**src/rtl/issue_queue_if.sv**
```systemverilog
// Rename/writeback/execute-facing bundle of the issue queue; the queue takes the slave modport.
`ifndef PROJ_LOG_PHYS
`define PROJ_LOG_PHYS 6
`endif
`ifndef ISSUE_QUEUE_ENTRY_BITS
`define ISSUE_QUEUE_ENTRY_BITS 67
`endif

interface issue_queue_if #(
  parameter int DEPTH = 16,
  parameter int TAG_W = `PROJ_LOG_PHYS
);
  localparam int EW = `ISSUE_QUEUE_ENTRY_BITS;
  localparam int CW = $clog2(DEPTH) + 1;

  // Handshakes: insert happens on an edge with Entry_valid_IN=1 and Full_OUT=0 (no backpressure
  // wait, a refused insert is dropped); transfer to execute happens on an edge with
  // Issue_valid_OUT=1 and Exec_ready_IN=1, and the output holds stable until then.
  logic [EW-1:0]    Entry_IN;
  logic             Entry_valid_IN;
  logic             Full_OUT;
  logic [CW-1:0]    Count_OUT;
  logic             Wakeup_valid_IN;
  logic [TAG_W-1:0] Wakeup_tag_IN;
  logic [EW-1:0]    Issue_entry_OUT;
  logic             Issue_valid_OUT;
  logic             Exec_ready_IN;
  logic             Flush_IN;

  modport master (
    output Entry_IN, Entry_valid_IN, Wakeup_valid_IN, Wakeup_tag_IN, Exec_ready_IN, Flush_IN,
    input  Full_OUT, Count_OUT, Issue_entry_OUT, Issue_valid_OUT
  );

  modport slave (
    input  Entry_IN, Entry_valid_IN, Wakeup_valid_IN, Wakeup_tag_IN, Exec_ready_IN, Flush_IN,
    output Full_OUT, Count_OUT, Issue_entry_OUT, Issue_valid_OUT
  );
endinterface

```
**src/rtl/issue_queue.sv**
```systemverilog
// Age-ordered collapsing issue queue with tag wakeup and oldest-ready select.
// Optional ISSUE_QUEUE_BYPASS_EN lets a same-edge wakeup make an entry selectable.
`ifndef PROJ_LOG_PHYS
`define PROJ_LOG_PHYS 6
`endif
`ifndef ISSUE_QUEUE_ENTRY_BITS
`define ISSUE_QUEUE_ENTRY_BITS 67
`endif

module issue_queue #(
  parameter int DEPTH = 16,
  parameter int TAG_W = `PROJ_LOG_PHYS
) (
  input logic         CLK,
  input logic         RESET,
  issue_queue_if.slave q
);
  localparam int EW = `ISSUE_QUEUE_ENTRY_BITS;
  localparam int CW = $clog2(DEPTH) + 1;
  localparam int IW = $clog2(DEPTH);
  localparam int SRCA_LO = 22;
  localparam int RDYA    = 21;
  localparam int SRCB_LO = 15;
  localparam int RDYB    = 14;

  // Slot 0 is always the oldest; slots at index >= count hold don't-care data.
  logic [EW-1:0] slots      [DEPTH];
  logic [EW-1:0] slots_nxt  [DEPTH];
  logic [EW-1:0] woken      [DEPTH];
  logic [CW-1:0] count;
  logic [CW-1:0] count_nxt;
  logic [CW-1:0] wpos;
  logic [DEPTH-1:0] elig;
  logic [IW-1:0] sel;
  logic          found;
  logic          full;
  logic          load;
  logic          do_issue;
  logic          do_insert;
  logic [EW-1:0] ins_woken;
  logic [EW-1:0] issue_sel;
  logic [EW-1:0] issue_entry;
  logic          issue_valid;

  function automatic logic [EW-1:0] wake(input logic [EW-1:0] e, input logic v,
                                         input logic [TAG_W-1:0] t);
    logic [EW-1:0] r;
    r = e;
    if (v && (t != '0)) begin
      if (TAG_W'(e[SRCA_LO +: 6]) == t) r[RDYA] = 1'b1;
      if (TAG_W'(e[SRCB_LO +: 6]) == t) r[RDYB] = 1'b1;
    end
    return r;
  endfunction

  assign full = (count == CW'(DEPTH));

  always_comb begin
    found     = 1'b0;
    sel       = '0;
    elig      = '0;
    load      = !issue_valid || q.Exec_ready_IN;
    do_insert = q.Entry_valid_IN && !full;
    ins_woken = wake(q.Entry_IN, q.Wakeup_valid_IN, q.Wakeup_tag_IN);
    for (int i = 0; i < DEPTH; i++) begin
      woken[i] = wake(slots[i], q.Wakeup_valid_IN, q.Wakeup_tag_IN);
`ifdef ISSUE_QUEUE_BYPASS_EN
      elig[i] = (CW'(i) < count) && woken[i][RDYA] && woken[i][RDYB];
`else
      elig[i] = (CW'(i) < count) && slots[i][RDYA] && slots[i][RDYB];
`endif
    end
    // Descending scan so the lowest (oldest) eligible index wins.
    for (int i = DEPTH - 1; i >= 0; i--) begin
      if (elig[i]) begin
        found = 1'b1;
        sel   = IW'(i);
      end
    end
    do_issue  = load && found;
    issue_sel = woken[sel];
    issue_sel[RDYA] = 1'b1;
    issue_sel[RDYB] = 1'b1;
    wpos      = count - CW'(do_issue);
    count_nxt = count + CW'(do_insert) - CW'(do_issue);
    // Removing a slot collapses everything younger down by one, keeping age order.
    for (int i = 0; i < DEPTH; i++) begin
      if (do_issue && (IW'(i) >= sel)) slots_nxt[i] = woken[(i + 1) % DEPTH];
      else                             slots_nxt[i] = woken[i];
      if (do_insert && (CW'(i) == wpos)) slots_nxt[i] = ins_woken;
    end
  end

  always_ff @(posedge CLK) begin
    slots <= slots_nxt;
  end

  always_ff @(posedge CLK) begin
    if (!RESET) begin
      count       <= '0;
      issue_valid <= 1'b0;
      issue_entry <= '0;
    end else if (q.Flush_IN) begin
      count       <= '0;
      issue_valid <= 1'b0;
    end else begin
      count <= count_nxt;
      if (load) begin
        issue_valid <= found;
        if (found) issue_entry <= issue_sel;
      end
    end
  end

  assign q.Full_OUT        = full;
  assign q.Count_OUT       = count;
  assign q.Issue_entry_OUT = issue_entry;
  assign q.Issue_valid_OUT = issue_valid;
endmodule

```
**src/flat_wrapper.sv**
```systemverilog
// flat-port wrapper written by rule: the top's interface ports become plain ports
module issue_queue_flat 
#(
  parameter int DEPTH = 16,
  parameter int TAG_W = `PROJ_LOG_PHYS
)
  (CLK, RESET, q_Entry_IN, q_Entry_valid_IN, q_Wakeup_valid_IN, q_Wakeup_tag_IN, q_Exec_ready_IN, q_Flush_IN, q_Full_OUT, q_Count_OUT, q_Issue_entry_OUT, q_Issue_valid_OUT);
  issue_queue_if #(.DEPTH(DEPTH), .TAG_W(TAG_W)) q_i ();
  input logic CLK;
  input logic RESET;
  input wire logic [$bits(q_i.Entry_IN)-1:0] q_Entry_IN;
  input wire logic [$bits(q_i.Entry_valid_IN)-1:0] q_Entry_valid_IN;
  input wire logic [$bits(q_i.Wakeup_valid_IN)-1:0] q_Wakeup_valid_IN;
  input wire logic [$bits(q_i.Wakeup_tag_IN)-1:0] q_Wakeup_tag_IN;
  input wire logic [$bits(q_i.Exec_ready_IN)-1:0] q_Exec_ready_IN;
  input wire logic [$bits(q_i.Flush_IN)-1:0] q_Flush_IN;
  output wire logic [$bits(q_i.Full_OUT)-1:0] q_Full_OUT;
  output wire logic [$bits(q_i.Count_OUT)-1:0] q_Count_OUT;
  output wire logic [$bits(q_i.Issue_entry_OUT)-1:0] q_Issue_entry_OUT;
  output wire logic [$bits(q_i.Issue_valid_OUT)-1:0] q_Issue_valid_OUT;
  assign q_i.Entry_IN = q_Entry_IN;
  assign q_i.Entry_valid_IN = q_Entry_valid_IN;
  assign q_i.Wakeup_valid_IN = q_Wakeup_valid_IN;
  assign q_i.Wakeup_tag_IN = q_Wakeup_tag_IN;
  assign q_i.Exec_ready_IN = q_Exec_ready_IN;
  assign q_i.Flush_IN = q_Flush_IN;
  assign q_Full_OUT = q_i.Full_OUT;
  assign q_Count_OUT = q_i.Count_OUT;
  assign q_Issue_entry_OUT = q_i.Issue_entry_OUT;
  assign q_Issue_valid_OUT = q_i.Issue_valid_OUT;
  issue_queue #(.DEPTH(DEPTH), .TAG_W(TAG_W)) u_core (.CLK(CLK), .RESET(RESET), .q(q_i));
endmodule
```
**config.mk**
```make
export PLATFORM = sky130hd
export DESIGN_NAME = issue_queue_flat
export DESIGN_NICKNAME = d
export VERILOG_FILES = /design/src/rtl/issue_queue_if.sv /design/src/rtl/issue_queue.sv /design/src/flat_wrapper.sv
export SDC_FILE = /design/constraint.sdc
export NUM_CORES = 2
export LEC_CHECK = 0
export BUFFER_PORTS_ARGS = -buffer_cell sky130_fd_sc_hd__buf_2
export CORE_MARGIN = 10
export CORE_UTILIZATION = 40
export CTS_CLUSTER_DIAMETER = 200
export CTS_CLUSTER_SIZE = 25
export DETAILED_ROUTE_END_ITERATION = 10
export SKIP_CTS_REPAIR_TIMING = 1
export SLEW_MARGIN = 20
export SYNTH_ARGS = -nofsm -noshare
export SYNTH_HDL_FRONTEND = slang
export SYNTH_SLANG_ARGS = --single-unit
```
**constraint.sdc**
```tcl
create_clock -name CLK -period 21.1 [get_ports CLK]
set_clock_uncertainty 0.15 [all_clocks]
set_input_delay 2.11 -clock CLK [delete_from_list [all_inputs] [get_ports CLK]]
set_output_delay 2.11 -clock CLK [all_outputs]
set_load 0.005 [all_outputs]
```
=== Word-level counts from Yosys, hierarchy flattened ===
Index checks and enable logic that the tools add are counted.

* Multiplexer cells: 135
* Reductions and logical operators: 90
* Equality and inequality tests: 50
* Add/subtract/negate cells: 3
* Bitwise gates (word level): 3
* Order comparisons: 33

{| class="wikitable"
|+ Operators by type and width
! cell !! number
|-
| two-way mux 67 bit || 34
|-
| binary-select mux 67 bit (select 4 bit) || 1
|-
| == test 6 bit || 34
|-
| two-way mux 1 bit || 84
|-
| logical AND 1 bit || 67
|-
| two-way mux 4 bit || 16
|-
| == test 4 x 5 -> 1 bit (first input constant) || 8
|-
| < comparator 4 x 5 -> 1 bit (first input constant) || 8
|-
| greater-or-equal comparator 4 bit (first input constant) || 8
|-
| nonzero test 2 bit || 16
|-
| == test 3 x 5 -> 1 bit (first input constant) || 4
|-
| < comparator 3 x 5 -> 1 bit (first input constant) || 4
|-
| greater-or-equal comparator 3 x 4 -> 1 bit (first input constant) || 4
|-
| == test 2 x 5 -> 1 bit (first input constant) || 2
|-
| < comparator 1 x 5 -> 1 bit (first input constant) || 2
|-
| < comparator 2 x 5 -> 1 bit (first input constant) || 2
|-
| subtractor 5 x 1 -> 5 bit || 2
|-
| greater-or-equal comparator 1 x 4 -> 1 bit (first input constant) || 2
|-
| greater-or-equal comparator 2 x 4 -> 1 bit (first input constant) || 2
|-
| nonzero test 6 bit || 1
|-
| adder 5 x 1 -> 5 bit || 1
|-
| == test 1 x 5 -> 1 bit (first input constant) || 1
|-
| == test 5 bit (second input constant) || 1
|-
| greater-or-equal comparator 5 bit (second input constant) || 1
|-
| other kinds (7) || 9
|}

* Bits in registers: 1145
* Bits of input ports: 79
* Logic and storage cells: 349

=== Depth between registers and ports, before layout ===
* Depth after elaboration: 24
* Mapped depth: 21
* Gate-level depth less buffers: 17

=== Least setup slack after synthesis ===
Ideal clock, no wire load.

* Path kind: input -> register
* Start point: input q_Exec_ready_IN
* End point: register u_core.slots[1000] (netlist bit), enable pin
* Arrival: 8.704 ns
* Stages on the path: 12
* Path buffers: 2
* Setup slack: 11.669 ns
* Cell sequence: nand2b_1 > o31ai_4 > inv_2 > clkbuf_1 > ha_1 > ha_1 > nand2_1 > xnor2_1 > nand2_1 > or3_1 > clkbuf_1 > o21ai_0

* Word-level cells in the longest chain between the ends: 6
* Elaborated cells between the ends (all ways): 7

{| class="wikitable"
|+ RTL lines
! what !! line !! RTL
|-
| start, declared || flat_wrapper.sv:15 || <nowiki>input wire logic [$bits(q_i.Exec_ready_IN)-1:0] q_Exec_ready_IN;</nowiki>
|-
| logical OR 1 bit (*) || issue_queue.sv:62 || <nowiki>load = !issue_valid || q.Exec_ready_IN;</nowiki>
|-
| logical AND 1 bit (*) || issue_queue.sv:80 || <nowiki>do_issue = load && found;</nowiki>
|-
| subtractor 5 x 1 -> 5 bit || issue_queue.sv:84 || <nowiki>wpos = count - CW'(do_issue);</nowiki>
|-
| == test 1 x 5 -> 1 bit || issue_queue.sv:90 || <nowiki>if (do_insert && (CW'(i) == wpos)) slots_nxt[i] = ins_woken;</nowiki>
|-
| logical AND 1 bit || issue_queue.sv:90 ||
|-
| nonzero test 2 bit (no source line) (*) || -- ||
|-
| end signal, assigned || issue_queue.sv:95 || <nowiki>slots <= slots_nxt;</nowiki>
|-
| end, declared || issue_queue.sv:27 || <nowiki>logic [EW-1:0] slots [DEPTH];</nowiki>
|}

Mark *: on every way between the ends. The rest lies on a longest branch, timed or not.
A chain may end at the register's enable or synchronous reset.

=== Worst setup path in the final report ===
* Start point: register u_core.count[3], in the netlist u_core.q.Count_OUT[3]
* End point: register u_core.slots[863] (netlist bit), enable pin

* Word-level cells in the longest chain between the ends: 24
* Elaborated cells between the ends (all ways): 90

{| class="wikitable"
|+ RTL lines
! what !! line !! RTL
|-
| start, declared || issue_queue.sv:30 || <nowiki>logic [CW-1:0] count;</nowiki>
|-
| start signal, assigned || issue_queue.sv:107 || <nowiki>count <= count_nxt;</nowiki>
|-
| < comparator 4 x 5 -> 1 bit || issue_queue.sv:70 || <nowiki>elig[i] = (CW'(i) < count) && slots[i][RDYA] && slots[i][RDYB];</nowiki>
|-
| logical AND 1 bit (2 in series) || issue_queue.sv:70 ||
|-
| two-way mux 1 bit (16 in series) || issue_queue.sv:75 || <nowiki>if (elig[i]) begin</nowiki>
|-
| logical AND 1 bit || issue_queue.sv:80 ||
|-
| subtractor 5 x 1 -> 5 bit || issue_queue.sv:84 ||
|-
| == test 2 x 5 -> 1 bit || issue_queue.sv:90 ||
|-
| logical AND 1 bit || issue_queue.sv:90 ||
|-
| nonzero test 2 bit (no source line) (*) || -- ||
|}

Marked as above.

==> metrics <==
flops & latches, synth 1144; drt drc 0; Routed WL per cell 30.28 microns; die area 170400 sq um; Detailed Place HPWL 142300 microns; Std-Cell Rows 144; end point of the worst hold path u_core.q.Issue_entry_OUT[21]; number of synthesized flops with an enable pin 1040; GP Congestion 0.9332; Worst Hold Class flip-flop to flip-flop; # IOs 153; Clock Root Buffer clkbuf_16; Die Ht 412.8 microns; clock buffer depth 3; H-tree levels 2; Worst Setup Start Kind flip-flop; TritonCTS buffer count 51; RR Endpoint u_core.slots[863]; GRT overflow 0; R2R cell count 19; fin crit period 7.005 ns; Initial Util 40.16%; initial antenna violation count 11; asr flop ratio synth 0%; Mapped Nets 6761; Syn Area/Cell 9.257 sq um; Hold Vio Cnt, Final 0; die width 412.8 microns; synthesized area 61730 sq um; Synth cell types 73; WS Path Type flip-flop to flip-flop; pin count of the biggest net entering global routing 158; Hold Path Depth 1; vias in the first global route 50.92k; YS warnings 0; layout overhead on the synthesized area 5.678%; Slew Viols, Final 0; worst slew pin tran 1.246 ns; RR Startpoint u_core.q.Count_OUT[3]; worst-path fanout max 36; layout cells sized above 1 8.290%; nets 6424; Syn Inst Count 6668; Worst-path clk slew 0.11 ns; maxcap violations 0; vias per cell 6.344; Final ANT Viol Nets 0; Post-Route Setup TNS 0 ns; fmax 0.1427 GHz; Worst slew margin 16.77%; reg-to-reg slack, setup 14.09 ns; vias post-DR 53.40k; first-pass GRT wire length 362300 microns; Clock Latency Late Sink 0.72 ns; hold path startpoint u_core.q.Issue_entry_OUT[21]; Critical Path RT 21.30 ns; status finished, final reports clean; post-synthesis sequential area ratio 53.97%; arrival time worst endpoint 7.21 ns; Post-synth top flop edfxtp_1; count of input and output buffers 152; core area 153700 sq um; RSZ-0062 raised after global routing no; routed wire length 254900 microns; clk sinks 1144; CTS tree done; drt pass-1 iters 8; final setup fails 0; final worst-path cycle share 33.20%; First DRT Iteration DRCs 9126; crit end category flip-flop; GRT Total Usage 28.53%
==> through the flow <==
step | hold slack, ns | utilization [%] | cells | cell area, sq um | setup WS (ns)
after floorplan | 0.3374 | - | 6668 | 61730 | 11.67
after global placement | 0.3172 | 41.42 | 8319 | 63660 | 13.87
after detailed placement | 0.3433 | 41.45 | 8321 | 63710 | 13.91
after CTS | 0.3678 | 42.41 | 8412 | 65180 | 14.26
after global routing | 0.4098 | 42.44 | 8413 | 65220 | 13.89
final | 0.3662 | 42.44 | 8418 | 65230 | 14.09
==> cell usage in the layout, fill, tap and decap left out, drive strengths merged, types with 12 or more instances in the layout <==
cell	Yosys	routed
a41oi	36	36
o2111ai	55	55
nand2	2552	2552
xor2	137	137
a221oi	57	57
xnor2	73	73
ha	13	13
edfxtp	1040	1040
nor4	34	34
nor2	61	61
mux2i	67	67
a21oi	167	167
buf	188	265
a31oi	12	12
clkbuf	467	90
dfxtp	104	104
o211ai	64	64
a21o	44	44
nand3	495	495
a22o	141	141
o21ai	692	692
mux4	75	75
==> cell usage after synthesis, types with 59 or more instances <==
master | instances | area share, %
nand2_1 | 2551 | 16
o211ai_1 | 64 | 0.78
o21ai_0 | 678 | 5.5
buf_2 | 86 | 0.70
nand3_1 | 495 | 4.0
clkbuf_1 | 463 | 2.8
xor2_1 | 137 | 1.9
mux2i_1 | 67 | 1.1
nor2_1 | 59 | 0.36
dfxtp_1 | 104 | 3.4
edfxtp_1 | 1040 | 51
a21oi_1 | 166 | 1.3
mux4_2 | 75 | 2.7
a22o_1 | 141 | 2.0
xnor2_1 | 73 | 1.0
==> worst max path at each step <==
stage                                     start                  to  slack, ns  cells past startpoint
final                     u_core.q.Count_OUT[3]   u_core.slots[863]      14.09                     19
after global routing      u_core.q.Count_OUT[3]   u_core.slots[869]      13.89                     19
after CTS                 u_core.q.Count_OUT[3]   u_core.slots[854]      14.26                     19
after detailed placement        q_Exec_ready_IN   u_core.slots[864]      13.91                     16
after global placement          q_Exec_ready_IN   u_core.slots[864]      13.87                     16
after floorplan                 q_Exec_ready_IN  u_core.slots[1000]      11.67                     12
==> cell families (layout without fill, tap and decap cells) <==
family                   Yosys count  in the layout  share of synthesized area (%)
AND/OR/NAND/NOR                 3195           3195                          20.86
AO/OA/AOI/OAI                   1296           1296                          13.46
flip-flops                      1144           1144                          53.97
buffers and inverters            665            366                          4.585
XOR/XNOR                         210            210                          2.980
multiplexers                     144            144                          3.859
adder cells (fa/ha/maj)           14             14                         0.2959
other                              0              5                              0
==> critical path, stage by stage (launching register included) <==
cell,delay [ns]
dfxtp_1,0.36
inv_1,0.16
ha_1,0.56
nand3b_1,0.19
a32oi_2,0.46
nand4_2,0.24
o31ai_4,0.26
buf_4,0.30
inv_4,0.24
ha_1,0.34
ha_1,0.25
nand2_1,0.10
xnor2_1,0.13
nand2_1,0.13
nor2_1,0.16
nand2_1,0.30
nor2_4,0.19
buf_4,0.57
or2_4,0.70
buf_4,0.73
==> flip-flops by register name (all words and copies together), names as in the netlist <==
register	flops
u_core.q.Issue_valid_OUT	1
u_core.q.Issue_entry_OUT	66
u_core.slots	1072
u_core.q.Count_OUT	5
==> final cells by class <==
class | count | area, sq um
diodes | 5 | 12.51
clock buffers | 90 | 1465
clock inverters | 1 | 8.758
fillers | 14780 | 88460
inverters | 10 | 40.04
multi-input cells | 4859 | 26120
flip-flops and latches | 1144 | 33310
well taps | 2044 | 2557
repair buffers | 265 | 1719
==> metal layers <==
layer | up-vias | global-route usage [%] | wire length (microns)
met4 | 6 | 14.19 | 13880
met1 | 25880 | 37.51 | 96230
met3 | 759 | 6.304 | 32000
met2 | 4171 | 44.31 | 112800
met5 | - | 0 | 34
li1 | 22580 | - | -
Power is not shown: default switching activity piles up to over one toggle a cycle in this logic, so the estimate is an artifact.
